===== src/rtl/alu_ctrl_stage.sv =====
// alu_ctrl_stage: ID-stage ALU control decoder feeding the ID/EX control register.
// Decodes a MIPS instruction word into the EX-stage ALU opcode and operand selects.
// The ID/EX register holds on stall and loads a bubble on flush or an invalid slot.
// Optional feature macro: ALU_CTRL_ILLEGAL_EN (registered undecodable-instruction flag).
// Without it, o_Illegal is tied low.
module alu_ctrl_stage #(
  parameter logic [3:0] BUBBLE_OP = 4'h0
) (
  input  logic        i_Clk,
  input  logic        i_Reset,
  input  logic [31:0] i_Instruction,
  input  logic        i_Valid,
  input  logic        i_Stall,
  input  logic        i_Flush,
  output logic [3:0]  o_ALUOp,
  output logic        o_ALUSrc1,
  output logic        o_ALUSrc2,
  output logic        o_ExtOp,
  output logic        o_LuiOp,
  output logic [4:0]  o_Shamt,
  output logic        o_Valid,
  output logic        o_Illegal
);

  logic [5:0] opcode;
  logic [5:0] funct;
  logic [3:0] dec_aluop;
  logic       dec_src1;
  logic       dec_src2;
  logic       dec_ext;
  logic       dec_lui;
`ifdef ALU_CTRL_ILLEGAL_EN
  logic       dec_illegal;
`endif

  assign opcode = i_Instruction[31:26];
  assign funct  = i_Instruction[5:0];

  // Combinational decode of opcode/funct into ALU opcode and operand selects
  always_comb begin
    dec_aluop = 4'h0;
    dec_src1  = 1'b0;
    dec_src2  = 1'b0;
    dec_ext   = 1'b0;
    dec_lui   = 1'b0;
`ifdef ALU_CTRL_ILLEGAL_EN
    dec_illegal = 1'b0;
`endif
    case (opcode)
      6'h00: begin
        case (funct)
          6'h20, 6'h21: dec_aluop = 4'h0;
          6'h22, 6'h23: dec_aluop = 4'h1;
          6'h24:        dec_aluop = 4'h3;
          6'h25:        dec_aluop = 4'h4;
          6'h26:        dec_aluop = 4'h5;
          6'h27:        dec_aluop = 4'h6;
          6'h2A:        dec_aluop = 4'h8;
          6'h2B:        dec_aluop = 4'h7;
          6'h00: begin dec_aluop = 4'h9; dec_src1 = 1'b1; end
          6'h02: begin dec_aluop = 4'hA; dec_src1 = 1'b1; end
          6'h03: begin dec_aluop = 4'hB; dec_src1 = 1'b1; end
          6'h04:        dec_aluop = 4'h9;
          6'h06:        dec_aluop = 4'hA;
          6'h07:        dec_aluop = 4'hB;
          6'h08, 6'h09: dec_aluop = 4'h0;
          default: begin
`ifdef ALU_CTRL_ILLEGAL_EN
            dec_illegal = 1'b1;
`endif
          end
        endcase
      end
      6'h08, 6'h09: begin dec_aluop = 4'h0; dec_src2 = 1'b1; dec_ext = 1'b1; end
      6'h0A:        begin dec_aluop = 4'h8; dec_src2 = 1'b1; dec_ext = 1'b1; end
      6'h0B:        begin dec_aluop = 4'h7; dec_src2 = 1'b1; dec_ext = 1'b1; end
      6'h0C:        begin dec_aluop = 4'h3; dec_src2 = 1'b1; end
      6'h0D:        begin dec_aluop = 4'h4; dec_src2 = 1'b1; end
      6'h0E:        begin dec_aluop = 4'h5; dec_src2 = 1'b1; end
      6'h0F:        begin dec_aluop = 4'h0; dec_src2 = 1'b1; dec_lui = 1'b1; end
      6'h23, 6'h2B: begin dec_aluop = 4'h0; dec_src2 = 1'b1; dec_ext = 1'b1; end
      6'h04, 6'h05: dec_aluop = 4'h1;
      // blez and bgtz share the gtz opcode; the branch unit inverts for blez
      6'h06, 6'h07: dec_aluop = 4'hC;
      6'h02, 6'h03: dec_aluop = 4'h0;
      default: begin
`ifdef ALU_CTRL_ILLEGAL_EN
        dec_illegal = 1'b1;
`endif
      end
    endcase
  end

  // ID/EX control register: flush beats stall, stall holds, invalid slot loads a bubble
  always_ff @(posedge i_Clk or posedge i_Reset) begin
    if (i_Reset) begin
      o_ALUOp   <= BUBBLE_OP;
      o_ALUSrc1 <= 1'b0;
      o_ALUSrc2 <= 1'b0;
      o_ExtOp   <= 1'b0;
      o_LuiOp   <= 1'b0;
      o_Shamt   <= 5'd0;
      o_Valid   <= 1'b0;
    end else if (i_Flush || (!i_Stall && !i_Valid)) begin
      o_ALUOp   <= BUBBLE_OP;
      o_ALUSrc1 <= 1'b0;
      o_ALUSrc2 <= 1'b0;
      o_ExtOp   <= 1'b0;
      o_LuiOp   <= 1'b0;
      o_Shamt   <= 5'd0;
      o_Valid   <= 1'b0;
    end else if (!i_Stall) begin
      o_ALUOp   <= dec_aluop;
      o_ALUSrc1 <= dec_src1;
      o_ALUSrc2 <= dec_src2;
      o_ExtOp   <= dec_ext;
      o_LuiOp   <= dec_lui;
      o_Shamt   <= i_Instruction[10:6];
      o_Valid   <= 1'b1;
    end
  end

`ifdef ALU_CTRL_ILLEGAL_EN
  // Illegal flag tracks o_Valid's load/hold/bubble behaviour
  always_ff @(posedge i_Clk or posedge i_Reset) begin
    if (i_Reset) begin
      o_Illegal <= 1'b0;
    end else if (i_Flush || (!i_Stall && !i_Valid)) begin
      o_Illegal <= 1'b0;
    end else if (!i_Stall) begin
      o_Illegal <= dec_illegal;
    end
  end
`else
  assign o_Illegal = 1'b0;
`endif

endmodule


===== config.mk =====
export PLATFORM = sky130hd
export DESIGN_NAME = alu_ctrl_stage
export DESIGN_NICKNAME = d
export VERILOG_FILES = /design/src/rtl/alu_ctrl_stage.sv
export SDC_FILE = /design/constraint.sdc
export NUM_CORES = 1
export LEC_CHECK = 0
export CAP_MARGIN = 10
export CORE_ASPECT_RATIO = 1.25
export CORE_UTILIZATION = 37
export DETAILED_ROUTE_END_ITERATION = 10
export GPL_TIMING_DRIVEN = 0
export PLACE_DENSITY = 0.79
export SLEW_MARGIN = 15
export SYNTH_ARGS = -nofsm -noshare
export SYNTH_HDL_FRONTEND = slang
export SYNTH_SLANG_ARGS = --single-unit

===== constraint.sdc =====
create_clock -name i_Clk -period 0.9 [get_ports i_Clk]
set_input_delay 0.18 -clock i_Clk [delete_from_list [all_inputs] [get_ports i_Clk]]
set_output_delay 0.18 -clock i_Clk [all_outputs]
set_load 0.05 [all_outputs]

Word level (Yosys, flattened, before mapping):

Cells that the tools add are included.

* bitwise gates (word level): 0
* reduce and logical (&&, ||, !) cells: 15
* equality and inequality tests: 28
* shift-type cells: 0
* add/subtract/negate cells: 0
* divide/modulo/power cells: 0
* multipliers: 0
* mux-type cells: 21
* $lt $le $gt $ge: 0

Operator list (number)
* equality test 6 bit (second input constant): 10
* equality test 6 x 4 -> 1 bit (second input constant): 8
* equality test 6 x 3 -> 1 bit (second input constant): 7
* case mux 4 bit (10 select lines): 1
* case mux 4 bit (8 select lines): 1
* 2-to-1 mux 1 bit: 15
* equality test 6 x 2 -> 1 bit (second input constant): 2
* zero test 6 bit: 2
* OR reduction 2 bit: 6
* 2-to-1 mux 5 bit: 2
* OR reduction 10 bit: 1
* 2-to-1 mux 4 bit: 2
* OR reduction 6 bit: 1
* OR reduction 3 bit: 1
* zero test 1 bit: 2
* != test 2 x 1 -> 1 bit (second input constant): 1
* logical AND 1 bit: 1
* logical OR 1 bit: 1

* bits of input ports: 37
* register bits after elaboration: 14
* output and inout bits: 15
* ROM bits: 0
* bits in writable memories: 0
* word-level logic and storage cells: 71
* latch bits: 0
* memories kept: 0

Longest topological paths before layout:

Gate-level depths: netlist (run 1).

* depth after elaboration: 6
* mapped depth: 5
* depth with buffers taken out: 4

Least setup slack after synthesis (run 1):

OpenSTA, ideal clock, no wires.

* path type: input to register
* start: input port i_Flush
* end: register o_ALUOp[0]
* library setup time: 0.076 ns
* slack: -0.687 ns
* stages on the path: 4
* arrival: 1.510 ns
* path through: buf_2 -> or4b_4 -> or4_4 -> o21ai_1

* cells in the longest elaborated chain, start to end: 2

Ends and longest elaborated chain
* from (decl): RTL line 14 `input logic i_Flush,`
* logical OR 1 bit (*): RTL line 104 `end else if (i_Flush || (!i_Stall && !i_Valid)) begin`
* != test 2 x 1 -> 1 bit (no source line) or 2-to-1 mux 4 bit (tied branches)
* to (signal assigned): RTL line 113 `o_ALUOp <= dec_aluop;`
* to (decl): RTL line 15 `output logic [3:0] o_ALUOp,`

Mark *: on every way between the ends. The rest lies on a longest branch, timed or not.
A chain may end at the register's enable or synchronous reset.

Worst setup path after layout (run 1):

* start: input port i_Instruction[30]
* end: register o_ALUOp[3]

* cells in the longest elaborated chain, start to end: 5

Ends and longest elaborated chain
* from (decl): RTL line 11 `input logic [31:0] i_Instruction,`
* equality test 6 x 3 -> 1 bit: RTL line 49 `case (opcode)`
* OR reduction 2 bit: RTL line 49
* case mux 4 bit (8 select lines) (*): RTL line 49
* 2-to-1 mux 4 bit (*): RTL line 112 `end else if (!i_Stall) begin`
* 2-to-1 mux 4 bit (*): RTL line 104

Mark *: on every way between the ends. The rest lies on a longest branch, timed or not. The select of a mux whose other input is x is not followed.

==> results of run 1 <==
sequential cells by signal, indices dropped and copies added, names as in the netlist:
name       flops
o_LuiOp        1
o_ExtOp        1
o_ALUSrc2      1
o_Shamt        5
o_ALUSrc1      1
o_ALUOp        4
o_Valid        1
power by group:
group | internal (W) | total (W) | switching (W) | leakage, nW
Sequential | 0.000643 | 0.000654 | 0.0000111 | 0.185
Clock | 0.000246 | 0.000464 | 0.000218 | 0.0210
Combinational | 0.000242 | 0.000485 | 0.000244 | 0.532
kinds of logic after synthesis:
family | after synthesis | share of synthesized area, %
other | 1 | 0.4263
XOR/XNOR | 1 | 0.9959
buffers and inverters | 10 | 5.690
AO/OA/AOI/OAI | 30 | 24.75
multiplexers | 2 | 2.418
AND/OR/NAND/NOR | 40 | 25.89
flip-flops | 14 | 39.83
what timing repair did:
| item | CTS | global route |
|---|---|---|
| pin swaps | 12 | 14 |
| endpoints found under the setup margin | 28 | 28 |
| buffers inserted | 14 | 10 |
| hold endpoints to repair | 0 | 0 |
| resized for setup | 157 | 10 |
final timing paths:
kind | from | end | cells after the start
max | i_Instruction[30] | o_ALUOp[3] | 4
min | i_Flush | o_ALUSrc1 | 2
max reg2reg | o_ALUOp[0] | o_ALUOp[0] | 3
min reg2reg | o_ALUOp[3] | o_ALUOp[3] | 2
max in group asynchronous | i_Reset | o_Shamt[0] | 2
min in group asynchronous | i_Reset | o_ALUSrc2 | 2
worst max-delay path: stages:
cell and delay [ns]:
sky130_fd_sc_hd__buf_8 0.10, sky130_fd_sc_hd__or4b_4 0.55, sky130_fd_sc_hd__or4_4 0.47, sky130_fd_sc_hd__o21ai_1 0.14
layout by cell type (no fill, tap or decap), types with 3 or more instances in the layout:
cell                              Yosys  layout
sky130_fd_sc_hd__dlygate4sd2_1        0       4
sky130_fd_sc_hd__a32oi_1              3       3
sky130_fd_sc_hd__nand2_1              7       7
sky130_fd_sc_hd__clkbuf_4             0       3
sky130_fd_sc_hd__nor2_1              10       8
sky130_fd_sc_hd__nor3_1               4       3
sky130_fd_sc_hd__nor2b_1              5       3
sky130_fd_sc_hd__dfrtp_1             14       9
sky130_fd_sc_hd__a22oi_2              0       5
sky130_fd_sc_hd__nand2b_1             4       4
sky130_fd_sc_hd__clkdlybuf4s50_1      0       6
sky130_fd_sc_hd__buf_4                1      15
sky130_fd_sc_hd__dfrtp_2              0       5
sky130_fd_sc_hd__buf_6                1      21
Yosys cell counts (all sizes together), types with 2 or more instances:
library cell	instances	area, sq um
a22oi	7	52.55
clkbuf	5	18.77
o21ai	6	30.03
nor3	4	20.02
inv	2	7.510
a21o	2	15.01
a21oi	2	10.01
a22o	2	17.52
buf	3	23.77
nor2	10	37.54
nor2b	5	31.28
nand2b	4	25.02
or4b	2	23.77
a211oi	2	15.01
a32oi	3	26.28
nand2	7	26.28
dfrtp	14	350.3
cell type report:
class / instances / area, sq um
tap: 31 / 38.79
multi-input combinational: 74 / 574.3
inverter: 2 / 7.507
sequential: 14 / 356.6
clock buffer: 4 / 36.28
fill: 151 / 605.6
buffer: 6 / 73.82
timing repair buffer: 52 / 518.0
per-stage QoR:
step                TNS, ns  utilization (%)  setup WS (ns)   power, W  area [sq um]
floorplan            -3.155                -        -0.5426  0.0008781         913.4
global placement     -14.97            57.10         -1.014   0.001023          1262
detailed placement   -16.09            57.10         -1.046   0.001034          1262
CTS                  -4.423            69.67        -0.3760   0.001582          1540
global route         -4.460            72.61        -0.3759   0.001687          1605
finish               -3.640            72.61        -0.3261   0.001604          1605
routing by layer:
layer / up-vias / routed length (um)
met4: 0 / 55
li1: 469 / -
met1: 496 / 1115
met5: - / 0
met2: 31 / 1569
met3: 6 / 90
==> flow_summary.ini, run 1 <==
[status]
status = finished with violations
violations_in_the_final_reports = setup timing

[global_routing]
grt_util_met1_pct = 27.03
grt_max_degree = 15
global_route_track_usage_on_met2_pct = 36.94
antenna_found_initial = 0
grt-ovfl-total = 0
grt_util_all_layers_pct = 21.99
grt.met3_usage_pct = 3.537
globalRoute.busiestLayer = met2
first_global_vias = 945
wire_length_of_the_first_global_routing_pass_um = 4236

[final_layout]
layout-drive-gt1-share_pct = 52.63
antenna_diode_count = 0
layout.cells.non_filler = 183
area.growth.synth_to_final_pct = 82.50
final_nets = 190

[yosys]
post_synth_edffs = 0
unique_masters_post_synth = 39
postSynthAreaPerCell_sq_um = 8.975
ys_seq_elements = 14
ys_dominant_reg_cell = sky130_fd_sc_hd__dfrtp_1
yosys_warnings = 0
yosysSeqAreaShare_pct = 39.83
syn_inst = 98
post_synth_instance_area_sq_um = 879.6
asyncSetResetFlopFracSynth_pct = 100.0
syn_nets = 135

[sta]
setup_slack_ns = -0.3261
final_hold_viol_count = 0
worst_pin_slew_ns = 0.5637
timing.hold.ws_ns = 0.09649
fin_crit_sh_pct = 136.2
report.final.setup_viol = 27
achievable_clock_frequency_ghz = 0.8156
final.min_clock_period_ns = 1.226
worst_clock_skew_ns = 0
timing.slew.headroom_pct = 62.38
grt_setup_unrepaired = yes
slew_viol_final = 0

[placement]
dp.cells = 160
port_buffers = 31
dp.final_hpwl_um = 1681
gp_congestion = 0.8019

[clock_tree]
clock-root-buffer = sky130_fd_sc_hd__clkbuf_4
cts.clk_slew.worst_paths_ns = 0.09
cts_sinks = 14
tritoncts = done
max-clock-path-buffers = 2
cts_buf_count = 3
cts-hold-fix-buffers = 0
clock_tree.htree_level_count = 1
clk-insertion-delay-late_ns = 0.28

[worst_setup_path]
endpoint_kind = flop
regToRegSetupSlack_ns = -0.04
worst_setup_path_start_kind = input port
worstSetupPathType = input port to flop
crit_fanout = 4
worstPathArrival_ns = 1.44
required_ns = 1.11

[floorplanning]
placementRows = 19
core_area_sq_um = 2211
floorplan.die.width_um = 45.61
floorplan.io_pins = 52
fp.dieH_um = 56.51
design.die.area_sq_um = 2577
start_util_pct = 39.78

[power]
total_leakage_power_nw = 0.7383
vdd_drop_max_mv = 0.7568
power_per_cell_area_nw_per_um2 = 999.1

[routing]
via_count = 1002
drt_iter0_markers = 23
final_antenna_net_count = 0
routed_via_density = 5.475
wl_per_cell_um = 15.46
drc = 0
wirelength_um = 2830
detailedRoute.firstPassIterationCount = 4

[job]
drv.max_cap_violation_count = 0

[worst_hold_path]
min_delay_path_class = input port to flop
Note: power is estimated with default switching activity, not from simulation.
==> inputs of run 2 (changes only) <==
--- a/config.mk
+++ b/config.mk
@@ -11,6 +11,7 @@
 export DETAILED_ROUTE_END_ITERATION = 10
 export GPL_TIMING_DRIVEN = 0
 export PLACE_DENSITY = 0.79
+export SETUP_SLACK_MARGIN = 0.3
 export SLEW_MARGIN = 15
 export SYNTH_ARGS = -nofsm -noshare
 export SYNTH_HDL_FRONTEND = slang
==> run 2 against run 1 <==
The run still ends with setup timing left. Global-route usage is 2.0 points higher. Clock power grew 3%. Wire length up 2.2%. Count of clock-buffer cells in the layout stayed put. Register-to-register slack lost 0.04 ns. Highest routed layer unchanged.
==> flow_summary.ini, run 2 (synthesized netlist as in run 1, its figures left out) <==
[status]
status = finished with violations
violations_in_the_final_reports = setup timing

[clock_tree]
cts.clk_slew.worst_paths_ns = 0.09
clock_tree.htree_level_count = 1
tritoncts = done
clock-root-buffer = sky130_fd_sc_hd__clkbuf_4
cts_sinks = 14
max-clock-path-buffers = 2
cts_buf_count = 3
cts-hold-fix-buffers = 0
clk-insertion-delay-late_ns = 0.29

[floorplanning]
fp.dieH_um = 56.51
design.die.area_sq_um = 2577
placementRows = 19
core_area_sq_um = 2211
floorplan.io_pins = 52
floorplan.die.width_um = 45.61
start_util_pct = 39.78

[worst_setup_path]
worst_setup_path_startpoint = i_Stall
worstPathArrival_ns = 1.47
crit_fanout = 2
worstSetupPathType = input port to flop
critical-path-max-stage-delay_ns = 0.47
cpMaxStageDelayCell = sky130_fd_sc_hd__or4b_1
r2r-end = o_ALUSrc2
regToRegSetupSlack_ns = -0.08
worst_setup_path_start_kind = input port
worst-r2r-cell-count = 3
critical_path.cell_chain = buf_12 -> buf_4 -> buf_8 -> and2b_1 -> clkbuf_8 -> or4b_1 -> a21oi_2
worstPathBufferInverterCount = 4
required_ns = 1.11
endpoint = o_ALUSrc1
r2r_start = o_ALUSrc2
endpoint_kind = flop
cell_family_with_most_cp_delay = simple AND/OR/NAND/NOR gates
crit_cells = 7

[global_routing]
grt-ovfl-total = 0
antenna_found_initial = 0
grt_util_all_layers_pct = 24.03
wire_length_of_the_first_global_routing_pass_um = 4457
first_global_vias = 1011
grt_max_degree = 15

[sta]
grt_setup_unrepaired = yes
slew_viol_final = 0
report.final.setup_viol = 28
setup_slack_ns = -0.3532
final_hold_viol_count = 0
achievable_clock_frequency_ghz = 0.7980
final.min_clock_period_ns = 1.253
fin_crit_sh_pct = 139.2
worst_clock_skew_ns = 0

[routing]
via_count = 1023
drt_iter0_markers = 34
routed_via_density = 5.471
final_antenna_net_count = 0
drc = 0
wl_per_cell_um = 15.47
wirelength_um = 2892
detailedRoute.firstPassIterationCount = 4

[placement]
gp_congestion = 0.7985
placement.setup.worst_slack_ns = -1.037
dp.final_hpwl_um = 1660
port_buffers = 31

[final_layout]
finalCoreUtilization_pct = 74.08
most-common-layout-cells = sky130_fd_sc_hd__buf_6, sky130_fd_sc_hd__buf_4, sky130_fd_sc_hd__dfrtp_2, sky130_fd_sc_hd__nor2_1, sky130_fd_sc_hd__nand2_1
largest_register_ffs = 5
antenna_diode_count = 0
final_nets = 194
reg_top3 = o_Shamt x5, o_ALUOp x4
layout-drive-gt1-share_pct = 57.69
registers.top_by_ff_count = o_Shamt
area.growth.synth_to_final_pct = 86.20

[job]
drv.max_cap_violation_count = 0

[worst_hold_path]
min_delay_path_class = input port to flop
worst_hold_startpoint = i_Flush

[power]
power_per_cell_area_nw_per_um2 = 999.5
vdd_drop_max_mv = 1.020
total_leakage_power_nw = 0.7423
## run 2: cell types whose count changed in the layout (fill, tap and decap cells not counted), sizes merged
cell	change
buf	+3
inv	-1
clkinvlp	+1
dlygate4sd2	-1
clkbuf	+3
clkdlybuf4s15	-1
## run 2: stage by stage
stage | TNS, ns | hold WS (ns) | total power (W) | area [sq um] | instances
global placement | -15.27 | 0.3876 | 0.001023 | 1269 | 160
floorplan | -3.167 | 0.06854 | 0.0008788 | 919.6 | 98
detailed placement | -16.01 | 0.3911 | 0.001034 | 1269 | 160
global route | -5.626 | 0.06705 | 0.001709 | 1638 | 187
finish | -4.837 | 0.08830 | 0.001637 | 1638 | 187
CTS | -4.937 | 0.08010 | 0.001602 | 1578 | 180
## run 2: worst min-delay path by stage
stage | to | cells after the start
floorplan | o_ALUOp[0] | 1
global placement | o_ALUSrc1 | 2
detailed placement | o_ALUSrc1 | 2
CTS | o_Shamt[1] | 2
global route | o_ALUSrc1 | 2
finish | o_ALUSrc1 | 2
## run 2: report_power, final
part	switching [W]	internal, W
clock	0.000234	0.000247
combinational	0.000252	0.000251
sequential	0.0000102	0.000644
## run 2: per-layer routing
metal | track usage, % | vias to the layer above | part of all wire (%)
li1 | - | 475 | -
met1 | 27.79 | 502 | 39
met2 | 40.61 | 34 | 54
met3 | 3.537 | 12 | 4.3
met4 | 12.55 | 0 | 3.2
met5 | 0 | - | 0
## run 2: area by class of cell
type | count | area, sq um
Inverter | 2 | 11.26
Timing Repair Buffer | 54 | 506.7
Tap cell | 31 | 38.79
Sequential cell | 14 | 362.8
Fill cell | 155 | 573.1
Multi-Input combinational cell | 74 | 578.1
Buffer | 8 | 103.9
Clock buffer | 4 | 36.28
## run 2: repair_timing
item | CTS | global route
buffers inserted | 16 | 7
endpoints found under the hold margin | 0 | 0
pin swaps | 20 | 9
gates resized for setup | 158 | 11
endpoints found under the setup margin | 42 | 28
